[src/rtl/fib_sched.sv]
// fib_sched: round-robin scheduler sharing one Fibonacci term generator among NREQ requesters.
// Define FIB_SCHED_SAT_EN to saturate terms at all-ones instead of wrapping modulo 2^WIDTH.
module fib_sched #(
    parameter int WIDTH = 8,
    parameter int NREQ  = 2,
    parameter int CNT_W = 4,
    parameter int ID_W  = 2
) (
    input  logic                  clk,
    input  logic                  rst,
    input  logic [NREQ-1:0]       req,
    input  logic [NREQ*CNT_W-1:0] req_len,
    output logic [NREQ-1:0]       grant,
    output logic                  out_valid,
    input  logic                  out_ready,
    output logic [WIDTH-1:0]      out_data,
    output logic [ID_W-1:0]       out_id,
    output logic                  out_last,
    output logic                  ovf,
    output logic                  busy
);
    typedef enum logic [1:0] {IDLE, RUN, SKIP} state_t;
    state_t           state;
    logic [WIDTH-1:0] b, next_b;
    logic             cb, flag, found;
    logic [WIDTH:0]   sum;
    logic [CNT_W-1:0] rem, sel_len;
    logic [ID_W-1:0]  p, k;
    // first asserted requester at or after the pointer, wrapping
    always_comb begin
        found = 1'b0;
        k = '0;
        sel_len = '0;
        for (int i = 0; i < NREQ; i++)
            for (int j = 0; j < NREQ; j++)
                if (!found && req[j] && (int'(p) + i) % NREQ == j) begin
                    found = 1'b1;
                    k = ID_W'(j);
                    sel_len = req_len[j*CNT_W +: CNT_W];
                end
    end
    // cb marks b's true value as >= 2^WIDTH; ovf does the same for the displayed term
    assign sum  = {1'b0, out_data} + {1'b0, b};
    assign flag = sum[WIDTH] | ovf | cb;
`ifdef FIB_SCHED_SAT_EN
    assign next_b = flag ? '1 : sum[WIDTH-1:0];
`else
    assign next_b = sum[WIDTH-1:0];
`endif
    always_ff @(posedge clk) begin
        if (rst) begin
            state     <= IDLE;
            grant     <= '0;
            out_valid <= 1'b0;
            out_data  <= '0;
            out_id    <= '0;
            out_last  <= 1'b0;
            ovf       <= 1'b0;
            busy      <= 1'b0;
            b         <= '0;
            cb        <= 1'b0;
            rem       <= '0;
            p         <= '0;
        end else begin
            grant <= '0;
            if (state == IDLE) begin
                if (found) begin
                    grant     <= NREQ'(1) << k;
                    out_id    <= k;
                    p         <= (int'(k) == NREQ - 1) ? '0 : k + 1'b1;
                    out_data  <= '0;
                    b         <= WIDTH'(1);
                    cb        <= 1'b0;
                    ovf       <= 1'b0;
                    rem       <= sel_len;
                    out_last  <= sel_len == CNT_W'(1);
                    out_valid <= sel_len != '0;
                    busy      <= 1'b1;
                    state     <= sel_len != '0 ? RUN : SKIP;
                end
            end else if (state == RUN) begin
                if (out_ready) begin
                    out_data <= b;
                    ovf      <= ovf | cb;
                    b        <= next_b;
                    cb       <= flag;
                    rem      <= rem - 1'b1;
                    out_last <= rem == CNT_W'(2);
                    if (out_last) begin
                        out_valid <= 1'b0;
                        busy      <= 1'b0;
                        state     <= IDLE;
                    end
                end
            end else begin
                busy  <= 1'b0;
                state <= IDLE;
            end
        end
    end
endmodule

[config.mk]
export PLATFORM = sky130hd
export DESIGN_NAME = fib_sched
export DESIGN_NICKNAME = d
export VERILOG_FILES = /design/src/rtl/fib_sched.sv
export SDC_FILE = /design/constraint.sdc
export NUM_CORES = 1
export LEC_CHECK = 0
export CORE_ASPECT_RATIO = 2
export CORE_MARGIN = 5
export CORE_UTILIZATION = 56
export CTS_CLUSTER_SIZE = 40
export DETAILED_ROUTE_END_ITERATION = 10
export PLACE_DENSITY_LB_ADDON = 0.3
export SETUP_SLACK_MARGIN = 0.5
export SKIP_LAST_GASP = 1
export SYNTH_ARGS = -nofsm -noshare
export SYNTH_HDL_FRONTEND = slang
export SYNTH_SLANG_ARGS = --single-unit
[constraint.sdc]
create_clock -name clk -period 4.2 [get_ports clk]
set_input_delay 1.05 -clock clk [delete_from_list [all_inputs] [get_ports clk]]
set_output_delay 1.05 -clock clk [all_outputs]
set_load 0.05 [all_outputs]
Word-level counts from Yosys, hierarchy flattened
Cells that the tools add are included.
{"block": "classes", "n_mux": 49, "n_reduce_logical": 22, "eq_ne": 8, "shifts": 1, "bitwise": 6, "addsub": 4}
{"operator": "zero test 32 bit", "count": 2}
{"operator": "two-way mux 8 bit", "count": 8}
{"operator": "two-way mux 4 bit", "count": 8}
{"operator": "two-way mux 1 bit", "count": 25}
{"operator": "two-way mux 2 bit", "count": 8}
{"operator": "adder 8 x 8 -> 9 bit", "count": 1}
{"operator": "logical AND 1 bit", "count": 7}
{"operator": "!= test 3 bit (second input constant)", "count": 2}
{"operator": "AND reduction 3 bit", "count": 2}
{"operator": "nonzero test 2 bit", "count": 3}
{"operator": "equality test 2 bit (second input constant)", "count": 2}
{"operator": "equality test 4 x 1 -> 1 bit (second input constant)", "count": 1}
{"operator": "equality test 4 x 2 -> 1 bit (second input constant)", "count": 1}
{"operator": "AND reduction 4 bit", "count": 1}
{"operator": "nonzero test 4 bit", "count": 1}
{"operator": "subtractor 4 x 1 -> 4 bit (second input constant)", "count": 1}
{"operator": "zero test 1 bit", "count": 3}
{"operator": "bitwise OR 1 bit", "count": 3}
{"operator": "OR reduction 3 bit", "count": 1}
{"operator": "adder 1 bit (second input constant)", "count": 2}
{"operator": "equality test 2 x 1 -> 1 bit (second input constant)", "count": 1}
{"operator": "zero test 2 bit", "count": 1}
{"operator": "!= test 2 bit (second input constant)", "count": 1}
{"operator": "NOT 1 bit", "count": 2}
{"operator": "other kinds (3)", "count": 3}
{"block": "word_totals", "ff_bits": 32, "out_inout_bits": 16, "input_bits": 13, "word_cells": 102}

Longest topological paths before layout
{"block": "depth", "ltp_word": 19, "depth_mapped": 7}

Worst setup path after synthesis
Ideal clock, no wire load.
{"block": "synth_path", "path_kind": "register -> register", "start": "register out_data[0]", "end": "register b[6]", "path_stages_with_launch": 8, "path_slack_ns": 2.024, "path_buffers": 0, "arrival_ns": 2.118, "period_less_slack_ns": 2.176, "cell_sequence": "dfxtp_1 -> ha_1 -> fa_1 -> a211oi_1 -> nor3b_1 -> or4_1 -> o211ai_1 -> a22o_1"}
{"block": "synth_via", "elab_chain_len": 4}
{"element": "start, declared", "line": "16", "text": "output logic [WIDTH-1:0] out_data,"}
{"element": "start signal, assigned", "line": "55", "text": "out_data <= '0;"}
{"element": "start signal, assigned", "line": "71", "text": "out_data <= '0;"}
{"element": "start signal, assigned", "line": "83", "text": "out_data <= b;"}
{"element": "adder 8 x 8 -> 9 bit", "line": "43", "text": "assign sum = {1'b0, out_data} + {1'b0, b};"}
{"element": "two-way mux 8 bit", "line": "82", "text": "if (out_ready) begin"}
{"element": "two-way mux 8 bit", "line": "81", "text": "end else if (state == RUN) begin"}
{"element": "two-way mux 8 bit", "line": "66", "text": "if (state == IDLE) begin"}
{"element": "end signal, assigned", "line": "85", "text": "b <= next_b;"}
{"element": "end, declared", "line": "24", "text": "logic [WIDTH-1:0] b, next_b;"}
Every way passes these cells. The select of a mux whose other input is x is not followed.
A chain may end at the register's enable or synchronous reset.

Worst setup path after layout
{"block": "layout_path", "start": "input req[1]", "end": "register b[4]"}
{"block": "layout_via", "elab_chain_len": 13}
{"element": "start, declared", "line": "11", "text": "input logic [NREQ-1:0] req,"}
{"element": "logical AND 1 bit (2 in a row)", "line": "36", "text": "if (!found && req[j] && (int'(p) + i) % NREQ == j) begin"}
{"element": "two-way mux 1 bit", "line": "36"}
{"element": "zero test 1 bit", "line": "36"}
{"element": "logical AND 1 bit (2 in a row)", "line": "36"}
{"element": "two-way mux 1 bit", "line": "36"}
{"element": "zero test 1 bit", "line": "36"}
{"element": "logical AND 1 bit (2 in a row)", "line": "36"}
{"element": "two-way mux 1 bit *", "line": "36"}
{"element": "!= test 2 bit (no source line) *"}
{"element": "AND reduction 3 bit (no source line) *"}
Mark *: on every way between the ends. The rest lies on a longest branch, timed or not.

==> flow_metrics.env <==
export IMPL_tritoncts="yes"
export IMPL_synth_enable_flop_cells=0
export IMPL_holdCritPathClass="reg2reg"
export IMPL_seq_area_frac_synth=0.384
export IMPL_leakage_nw=0.742
export IMPL_io_pins=29
export IMPL_report_final_slew_viol_count=0
export IMPL_gpl_final_weighted_congestion=0.868
export IMPL_post_route_cells_drive_above_1_share=0.0538
export IMPL_power_density_cell_area_nw_per_um2=431
export IMPL_power_report_internal_total_w=0.000581
export IMPL_dpl_hpwl_mm=3.00
export IMPL_area_of_all_placed_cells_without_fillers_um2=1980
export IMPL_numCtsBuffers=5
export IMPL_clkTransAtPathRegs_ps=70
export IMPL_root_buffer_selected_by_cts="clkbuf_8"
export IMPL_placement_cell_area_um2=1870
export IMPL_globalRouteOverflowTotal=0
export IMPL_postLayoutCoreUtil=0.716
export IMPL_cts_resized=0
export IMPL_required_ps=4430
export IMPL_finalSetupViolations=0
export IMPL_path_class="in2reg"
export IMPL_fin_cells=252
export IMPL_htree_num_levels=2
export IMPL_sw_frac_of_total=0.320
export IMPL_switching_power_w=0.000274
export IMPL_final_nets=246
export IMPL_design_power_total_w=0.000855
export IMPL_drt_vias_per_instance=6.27
export IMPL_worstSetupStartpoint="req[1]"
export IMPL_timing_fmax_mhz=363
export IMPL_insertion_delay_ps=290
export IMPL_critPathCaptureType="flop"
export IMPL_finalHoldViolCount=0
export IMPL_synthesis_instances=199
export IMPL_timing_critical_path_buf_inv=1
export IMPL_syn_nets=223
export IMPL_dieWidth_um=48.0
export IMPL_grt_pass1_wl_mm=7.01
export IMPL_max_clock_path_buffers=2
export IMPL_dieArea_um2=4120
export IMPL_core_rowCount=27
export IMPL_cp_arrival_ps=2980
export IMPL_post_cts_hold_buffer_count=0
export IMPL_detail_route_drc_violations=0
export IMPL_slowest_stage="clkdlybuf4s50_1"
export IMPL_slew_headroom=0.485
export IMPL_cts_num_sinks=31
export IMPL_status="finished clean"
export IMPL_place_port_buffers=27
export IMPL_post_synth_instance_area_um2=1620
export IMPL_share_of_power_burned_in_registers=0.396
export IMPL_p_clk_frac=0.359
export IMPL_layout_cells_most_common="dfxtp_1"
export IMPL_drt_antenna_violating_nets=0
export IMPL_cts_setup_buffers=0
export IMPL_tns_ps=0
export IMPL_grt_start_max_net_pins=21
export IMPL_worst_path_dominant_cell_family="buffers and inverters"
export IMPL_grt_use_total=0.231
export IMPL_worstReg2RegStart="b[0]$_SDFFE_PP0P_"
export IMPL_hold_startpoint="out_data[5]$_SDFFE_PP0P_"
export IMPL_critPathLaunchType="input pin"
export IMPL_wire_per_inst_um=16.5
export IMPL_syn_mean_instance_area_um2=8.12
export IMPL_ys_dominant_reg_cell="dfxtp_1"
export IMPL_core_um2=2770
export IMPL_path_cells="clkdlybuf4s50_1 > o21bai_4 > a21o_1 > or4_1 > a21oi_1"
export IMPL_starting_density=0.583
export IMPL_number_of_diodes_added_for_antenna_fixing=0
export IMPL_final_period_minus_worst_setup_slack_ps=2760
export IMPL_syn2layout_area_growth_pct=22.9
export IMPL_ys_ff_latch=31
export IMPL_placedCellCount=244
export IMPL_layout_common_cells="dfxtp_1, clkdlybuf4s50_1, nor2_1"
export IMPL_worst_pin_slew_ps=772
export IMPL_fin_skew_ps=7.38
export IMPL_rsz_0062_raised_after_global_routing="false"
export IMPL_fin_crit_sh=0.656
export IMPL_max_cap_violations=0
export IMPL_comb_power_share=0.245
export IMPL_1st_pass_router_iterations=4
export IMPL_ir_drop_mv=0.261
export IMPL_detailedRoute_firstIterationViolations=27
export IMPL_ys_warn_count=0
export IMPL_grt_pass1_vias=1630
export IMPL_n_fill_cell=221
export IMPL_antenna_found_initial=0
export IMPL_floorplan_die_height_um=86.0
export IMPL_crit_path_max_incr_delay_ps=670
export IMPL_synth_lib_cells_used_distinct=43
export IMPL_synthArstFlopShare=0
export IMPL_worstPathMaxFanout=20
export IMPL_route_final_wire_length_mm=4.15
export IMPL_vias=1579
==> per-stage QoR <==
step                hold WS [ps]  setup slack, ps
floorplan                    435             2020
global placement             461             1240
detailed placement           464             1140
CTS                          479             1450
global route                 498             1270
finish                       477             1440
==> cells by family after synthesis <==
family,after synthesis,synth area share
XOR/XNOR,3,0.0163
other,1,0.00232
flip-flops,31,0.384
buffers and inverters,16,0.0480
AND/OR/NAND/NOR,79,0.234
AO/OA/AOI/OAI,58,0.225
adder cells (fa/ha/maj),11,0.0899
==> state kept, by name, summed over array words and instances, names as in the netlist <==
register	flops
busy	1
state	2
grant	2
out_valid	1
out_data	8
b	8
cb	1
rem	4
p	1
out_last	1
out_id	1
ovf	1
==> cell type report <==
cell class / instances / area [um^2] / share of cell area
sequential: 31 / 621 / 0.313
timing repair buffer: 28 / 278 / 0.140
tap: 29 / 36.3 / 0.0183
clock buffer: 6 / 82.6 / 0.0416
inverter: 4 / 15.0 / 0.00757
clock inverter: 2 / 35.0 / 0.0177
multi-input combinational: 152 / 917 / 0.462
==> worst paths after layout <==
| check | to | cells past startpoint | slack (ps) |
|---|---|---|---|
| min reg2reg | out_data[5]$_SDFFE_PP0P_ | 2 | 480 |
| max | b[4]$_SDFFE_PP0P_ | 5 | 1440 |
| min | out_data[5]$_SDFFE_PP0P_ | 2 | 480 |
| max reg2reg | b[6]$_SDFFE_PP0P_ | 7 | 2070 |
==> cell usage after synthesis, types with 2 or more instances <==
library cell  instances  area share
nand3_1              12       0.037
ha_1                 10       0.077
o21ai_0              14       0.043
clkbuf_1              4      0.0093
a211oi_1              2      0.0093
a21oi_1              21       0.065
nor3b_1               2      0.0093
nand2_1              19       0.044
xor2_1                2       0.011
a21o_1                3       0.014
buf_2                 5       0.015
nand2b_1              4       0.015
nor3_1               10       0.031
dfxtp_1              31        0.38
or4_1                 2      0.0093
a32oi_1               4       0.022
nand3b_1              2      0.0093
inv_1                 4      0.0093
nor2_1               22       0.051
nand4_1               2      0.0077
a31oi_1               2      0.0077
==> power groups by stage <==
stage	sequential, W	combinational, W	clock [W]
global placement	0.000342	0.000202	0
finish	0.000338	0.000210	0.000307
floorplan	0.000363	0.000135	0
detailed placement	0.000344	0.000208	0
global route	0.000340	0.000231	0.000323
CTS	0.000337	0.000209	0.000307
==> worst reg2reg max path: stages (launching register included) <==
cell and delay, ps:
dfxtp_1 330, ha_1 230, fa_1 420, a211oi_1 290
nor3b_1 130, o21ai_0 330, o211ai_1 130, a22o_1 200
==> layer usage <==
layer	wire, um	vias to the layer above	GRT usage
met2	2260	53	0.370
met5	0	-	0
met3	180	20	0.0462
met1	1500	747	0.246
li1	-	759	-
met4	215	0	0.169
Power figures use the tool's default switching activity.
